--- src/rtl/uart_rx.sv ---
// UART receiver: recovers 8N1 frames (LSB first) from an oversampled serial line.
// Define RX_PARITY_EN to expect a parity bit between data bit 7 and the stop bit.
module uart_rx #(
  parameter int OVERSAMPLE = 16,
  parameter bit PARITY_ODD = 1'b0
) (
  input  logic       clk,
  input  logic       rst,
  input  logic       rx,
  output logic [7:0] data,
  output logic       valid,
  output logic       busy,
  output logic       frame_err,
  output logic       parity_err
);

  localparam int HALF  = OVERSAMPLE / 2;
  localparam int CNT_W = $clog2(OVERSAMPLE);
  localparam logic [CNT_W-1:0] HALF_LAST = CNT_W'(HALF - 1);
  localparam logic [CNT_W-1:0] BIT_LAST  = CNT_W'(OVERSAMPLE - 1);

  typedef enum logic [2:0] {
    S_IDLE,
    S_START,
    S_DATA,
    S_PARITY,
    S_STOP,
    S_WAIT_IDLE
  } state_t;

  logic             sync1_q, rx_s_q;
  state_t           state_q, state_d;
  logic [CNT_W-1:0] cnt_q, cnt_d;
  logic [2:0]       bit_idx_q, bit_idx_d;
  logic [7:0]       shift_q, shift_d;
  logic [7:0]       data_q, data_d;
  logic             valid_q, valid_d;
  logic             busy_q, busy_d;
  logic             frame_err_q, frame_err_d;
`ifdef RX_PARITY_EN
  logic             par_bit_q, par_bit_d;
  logic             parity_err_q, parity_err_d;
`endif

  always_comb begin
    state_d     = state_q;
    cnt_d       = cnt_q;
    bit_idx_d   = bit_idx_q;
    shift_d     = shift_q;
    data_d      = data_q;
    valid_d     = 1'b0;
    frame_err_d = 1'b0;
`ifdef RX_PARITY_EN
    par_bit_d    = par_bit_q;
    parity_err_d = 1'b0;
`endif
    case (state_q)
      S_IDLE: begin
        if (!rx_s_q) begin
          state_d = S_START;
          cnt_d   = '0;
        end
      end
      // The start bit is re-checked at mid-bit so short line glitches are dropped.
      S_START: begin
        if (cnt_q == HALF_LAST) begin
          cnt_d = '0;
          if (!rx_s_q) begin
            state_d   = S_DATA;
            bit_idx_d = 3'd0;
          end else begin
            state_d = S_IDLE;
          end
        end else begin
          cnt_d = cnt_q + CNT_W'(1);
        end
      end
      S_DATA: begin
        if (cnt_q == BIT_LAST) begin
          cnt_d   = '0;
          shift_d = {rx_s_q, shift_q[7:1]};
          if (bit_idx_q == 3'd7) begin
`ifdef RX_PARITY_EN
            state_d = S_PARITY;
`else
            state_d = S_STOP;
`endif
          end else begin
            bit_idx_d = bit_idx_q + 3'd1;
          end
        end else begin
          cnt_d = cnt_q + CNT_W'(1);
        end
      end
`ifdef RX_PARITY_EN
      S_PARITY: begin
        if (cnt_q == BIT_LAST) begin
          cnt_d     = '0;
          par_bit_d = rx_s_q;
          state_d   = S_STOP;
        end else begin
          cnt_d = cnt_q + CNT_W'(1);
        end
      end
`endif
      S_STOP: begin
        if (cnt_q == BIT_LAST) begin
          cnt_d = '0;
          if (rx_s_q) begin
            data_d  = shift_q;
            valid_d = 1'b1;
            state_d = S_IDLE;
`ifdef RX_PARITY_EN
            parity_err_d = ((^shift_q) ^ par_bit_q) != PARITY_ODD;
`endif
          end else begin
            frame_err_d = 1'b1;
            state_d     = S_WAIT_IDLE;
          end
        end else begin
          cnt_d = cnt_q + CNT_W'(1);
        end
      end
      // A held-low line (break) must go high before another start bit is accepted.
      S_WAIT_IDLE: begin
        if (rx_s_q) begin
          state_d = S_IDLE;
        end
      end
      default: begin
        state_d = S_IDLE;
        cnt_d   = '0;
      end
    endcase
    busy_d = (state_d != S_IDLE);
  end

  always_ff @(posedge clk) begin
    if (rst) begin
      sync1_q     <= 1'b1;
      rx_s_q      <= 1'b1;
      state_q     <= S_IDLE;
      cnt_q       <= '0;
      bit_idx_q   <= 3'd0;
      shift_q     <= 8'h00;
      data_q      <= 8'h00;
      valid_q     <= 1'b0;
      busy_q      <= 1'b0;
      frame_err_q <= 1'b0;
`ifdef RX_PARITY_EN
      par_bit_q    <= 1'b0;
      parity_err_q <= 1'b0;
`endif
    end else begin
      sync1_q     <= rx;
      rx_s_q      <= sync1_q;
      state_q     <= state_d;
      cnt_q       <= cnt_d;
      bit_idx_q   <= bit_idx_d;
      shift_q     <= shift_d;
      data_q      <= data_d;
      valid_q     <= valid_d;
      busy_q      <= busy_d;
      frame_err_q <= frame_err_d;
`ifdef RX_PARITY_EN
      par_bit_q    <= par_bit_d;
      parity_err_q <= parity_err_d;
`endif
    end
  end

  assign data      = data_q;
  assign valid     = valid_q;
  assign busy      = busy_q;
  assign frame_err = frame_err_q;
`ifdef RX_PARITY_EN
  assign parity_err = parity_err_q;
`else
  logic unused_parity_cfg;
  assign unused_parity_cfg = PARITY_ODD;
  assign parity_err        = 1'b0;
`endif

endmodule
--- config.mk ---
export PLATFORM = sky130hd
export DESIGN_NAME = uart_rx
export DESIGN_NICKNAME = d
export VERILOG_FILES = /design/src/rtl/uart_rx.sv
export SDC_FILE = /design/constraint.sdc
export NUM_CORES = 1
export LEC_CHECK = 0
export ABC_AREA = 1
export BUFFER_PORTS_ARGS = -buffer_cell sky130_fd_sc_hd__buf_2
export CORE_MARGIN = 2
export CORE_UTILIZATION = 54
export CTS_CLUSTER_SIZE = 28
export DETAILED_ROUTE_END_ITERATION = 10
export PLACE_DENSITY_LB_ADDON = 0.08
export SYNTH_ARGS = -nofsm -noshare
export SYNTH_HDL_FRONTEND = slang
export SYNTH_SLANG_ARGS = --single-unit
--- constraint.sdc ---
create_clock -name clk -period 3.9 [get_ports clk]
set_clock_uncertainty 0.05 [all_clocks]
set_input_delay 0.39 -clock clk [delete_from_list [all_inputs] [get_ports clk]]
set_output_delay 0.39 -clock clk [all_outputs]
set_load 0.02 [all_outputs]
# [Yosys cells after proc, flatten, opt, wreduce, memory -nomap -nowiden]
# Index checks and enable logic that the tools add are counted.
[totals] reg_bits=31 latch_bits=0 ram_bits=0 mem_bits_ro=0 input_bits=3 output_inout_bits=12 memories=0
[classes] n_addsub=2 n_mul=0 div_mod_pow=0 order_cmp=0 n_eq_ne=12 shifts=0 muxes=20 bitwise=3 n_reduce_logical=9
[ops] op="$mux 3" count=11
[ops] op="$pmux 4 s4" count=1
[ops] op="$pmux 3 s5" count=1
[ops] op="$mux 4" count=3
[ops] op="$ne 2x2->1 const B" count=5
[ops] op="$eq 3x3->1 const B" count=3
[ops] op="$pmux 3 s2" count=1
[ops] op="$reduce_and 5->1" count=1
[ops] op="$add 4x1->4 const B" count=1
[ops] op="$eq 4x3->1 const B" count=1
[ops] op="$eq 4x4->1 const B" count=1
[ops] op="$reduce_and 2->1" count=2
[ops] op="$add 3x1->3 const B" count=1
[ops] op="$eq 3x1->1 const B" count=1
[ops] op="$eq 3x2->1 const B" count=1
[ops] op="$logic_not 3->1" count=1
[ops] op="$not 1->1" count=3
[ops] op="$reduce_and 3->1" count=1
[ops] op="$reduce_bool 3->1" count=1
[ops] op="$reduce_or 3->1" count=1
[ops] op="$mux 1" count=2
[ops] op="$mux 2" count=1
[ops] op="$reduce_bool 2->1" count=1
[ops] op="$reduce_or 2->1" count=1

# [Logic depth before layout (Yosys ltp)]
[logic_depth] ltp_word=5 ltp_mapped=8 ltp_nobuf=8

# [Worst setup path after synthesis]
# Ideal clock, no wire load.
[synth_timing] path_type="register to register" from="reg cnt_q[0]" to="reg data_q[1] (netlist: data[1])" arrival_time_ns=1.142 setup_slack_ns=2.592 path_stages_with_launch=9 path_cell_list="dfxtp_1 ha_1 nand3_4 clkinv_2 nand2_4 nor2_8 inv_4 nor2_1 nor2_1"
[synth_via] elab_chain_len=2
[synth_rtl] element="start: declaration" line_no="33" rtl="logic [CNT_W-1:0] cnt_q, cnt_d;"
[synth_rtl] element="start signal: assignment" line_no="158" rtl="cnt_q <= cnt_d;"
[synth_rtl] element="$eq 4x4->1" line_no="107" rtl="if (cnt_q == BIT_LAST) begin"
[synth_rtl] element="$reduce_and 3->1 (no line)"
[synth_rtl] element="end signal: assignment" line_no="161" rtl="data_q <= data_d;"
[synth_rtl] element="end: declaration" line_no="36" rtl="logic [7:0] data_q, data_d;"
# No other way between the ends.
# A chain may end at the register's enable or synchronous reset.

# [Worst setup path after layout]
[layout_timing] from="reg cnt_q[0]" to="reg busy_q (netlist: busy)"
[layout_via] elab_chain_len=4
[layout_rtl] element="$eq 4x4->1 / $eq 4x3->1 (equally long branches)" line_no="79, 107, 66"
[layout_rtl] element="$mux 3, on equally long branches" line_no="107, 66, 79"
[layout_rtl] element="$pmux 3 s5 (*)" line_no="57" rtl="case (state_q)"
[layout_rtl] element="$reduce_bool 3->1 (*)" line_no="135" rtl="busy_d = (state_d != S_IDLE);"
[layout_rtl] element="end signal: assignment" line_no="163" rtl="busy_q <= busy_d;"
[layout_rtl] element="end: declaration" line_no="38" rtl="logic busy_q, busy_d;"
# Every way passes the cells marked *; elsewhere a longest branch is shown, timed or not.

==> results.ini <==
[timing]
finalMaxSlewViolations=0
fin_crit_sh=0.4011
worst_pin_slew_ps=515.3
hold_viol=0
min_period_ps=1564
setup_viol=0
fmax_ghz=0.6393
tns_ps=0
rsz0062_at_grt=no
relSlewSlack=0.6561

[place]
numPortBuffers=13
gp_congestion=0.8753
dp_hpwl_mm=2.005

[cts]
cts_resized=0
cts.clk_slew.worst_paths_ps=90
numCtsBuffers=5
htree_levels=2
cts_root_buf=clkbuf_4
clock_tree.buffer_depth=2
postCtsSetupRepairBufs=0
cts_tree=yes
cts_hold_buf=0
clkSinkCount=31
clkLatencyLatePin_ps=320

[run_status]
status=completed

[final_layout]
antenna_cells=0
layout_commonest_cell=nor2_1
area_delta_synth_final_pct=8.842
layout-drive-gt1-share=0.1777
fillers=246
nets=202
final_cell_mix=36 x nor2_1, 31 x dfxtp_1, 30 x nand2_1

[critical_path]
start_kind=flop
arrival_ps=1790
crit_path_end_kind=flop
required_ps=4120
path_delay_family=simple AND/OR/NAND/NOR gates
critical_path_buf_inv_count=0
slowest_delay_ps=360
crit_fanout=11
path_class=reg -> reg
crit_chain=ha_1, nand3_4, nor2_4, nand2_1, nand3_1, nand2_1, nand3_1
cp_slowest_cell=dfxtp_1

[floorplanning]
io_pins=15
die_h_um=54.42
fp.dieW_um=54.42
initial_utilization=0.5643
core_area_um2=2432
die_area_um2=2961
num_rows=18

[drt]
routedWlPerCell_um=11.59
drtAntennaViolNets=0
wl_mm=2.631
dr.pass1.iters=4
routed_via_density=5.022
dr_total_vias=1140
drtIter0Drc=26
route.detailed.drc=0

[logic_synthesis]
synth_edf_count=0
ys.flop_type=dfxtp_1
yosysSeqAreaShare=0.4521
synth_seq_cells=31
yosys.area.top_type=dfxtp_1
syn_area_um2=1373
syn-num-nets=187
synthDistinctLibCells=30
ys_warn_count=0
synthCells=181
ys_async_sr_fraction=0
avgSynthCellArea_um2=7.583
ys_top_cells_by_area=dfxtp_1 45%, nor2_1 9.8%, nand2_1 8.2%
yosysTopAreaCellShare=0.4521

[global_route]
grt_usage=0.2172
grt_overflow_total=0
grt_pass1_wl_mm=4.471
grt_pass1_vias=1065
grt_max_degree=21
antenna_found_initial=0

[power_and_ir_drop]
ir_worst_vdd_mv=0.3305
power_leakage_nw=0.7955
finalPower_mw=0.5188
cellPowerDensity_nw_per_um2=347.3

[hold_path]
min_path_type=in -> reg

[run]
cap_violations=0

## area by class of cell
cell class	instances	area (um^2)	area share
multi-input cells	124	635.6	0.4255
flip-flops and latches	31	620.6	0.4154
inverters	21	85.08	0.05695
repair buffers	13	65.06	0.04355
clock buffers	7	45.04	0.03015
well taps	30	37.54	0.02513
clock inverters	1	5.005	0.003350
## flip-flops by register name, summed over array words and instances, names as in the netlist
name / flops
bit_idx_q: 3
busy: 1
cnt_q: 4
data: 8
frame_err: 1
rx_s_q: 1
shift_q: 8
state_q: 3
sync1_q: 1
valid: 1
## per-stage QoR
stage	instances	hold WS, ps	util	setup WS [ps]	cell area (um^2)
2_1_floorplan	181	339.5	-	2592	1373
3_3_place_gp	219	341.0	0.5936	2364	1444
3_5_place_dp	219	362.4	0.5936	2347	1444
4_1_cts	227	189.1	0.6142	2325	1494
5_1_grt	227	202.1	0.6142	2200	1494
6_report	227	204.3	0.6142	2336	1494
## synthesized netlist by cell type (2+ instances only)
cell	instances
dfxtp_1	31
nand2_4	2
nor2_1	36
nand3_1	12
or2_2	2
a21oi_1	5
clkbuf_1	2
inv_1	18
inv_4	2
o21ai_1	4
nor2_2	3
ha_1	3
o21ai_0	13
nand2_1	30
nand4_1	3
## final timing paths
path	start	slack [ps]	end	cells after the start
worst min-delay path	rx	200	sync1_q$_SDFF_PP1_	2
worst min register to register	sync1_q$_SDFF_PP1_	380	rx_s_q$_SDFF_PP1_	1
worst max-delay path	cnt_q[0]$_SDFFE_PP0P_	2340	busy$_SDFF_PP0_	7
worst max register to register	cnt_q[0]$_SDFFE_PP0P_	2340	busy$_SDFF_PP0_	7
## logic make-up after synthesis
logic type,synth area share
simple gates,0.3254
xor+xnor,0.006382
fa+ha+maj,0.02735
other cells,0.002732
buf+inv,0.08477
flops,0.4521
compound gates,0.1012
## power breakdown
part           internal, mW  switching (mW)
Combinational       0.00656          0.0145
Sequential            0.319         0.00289
Clock                0.0702           0.106
## per-layer routing
layer | track usage | vias to the layer above | part of all wire
met3 | 0.07377 | 3 | 0.032
li1 | - | 607 | -
met4 | 0.05000 | 0 | 0.011
met5 | 0 | - | 0
met1 | 0.2585 | 517 | 0.46
met2 | 0.3755 | 13 | 0.50
Note: power is estimated with default switching activity, not from simulation.
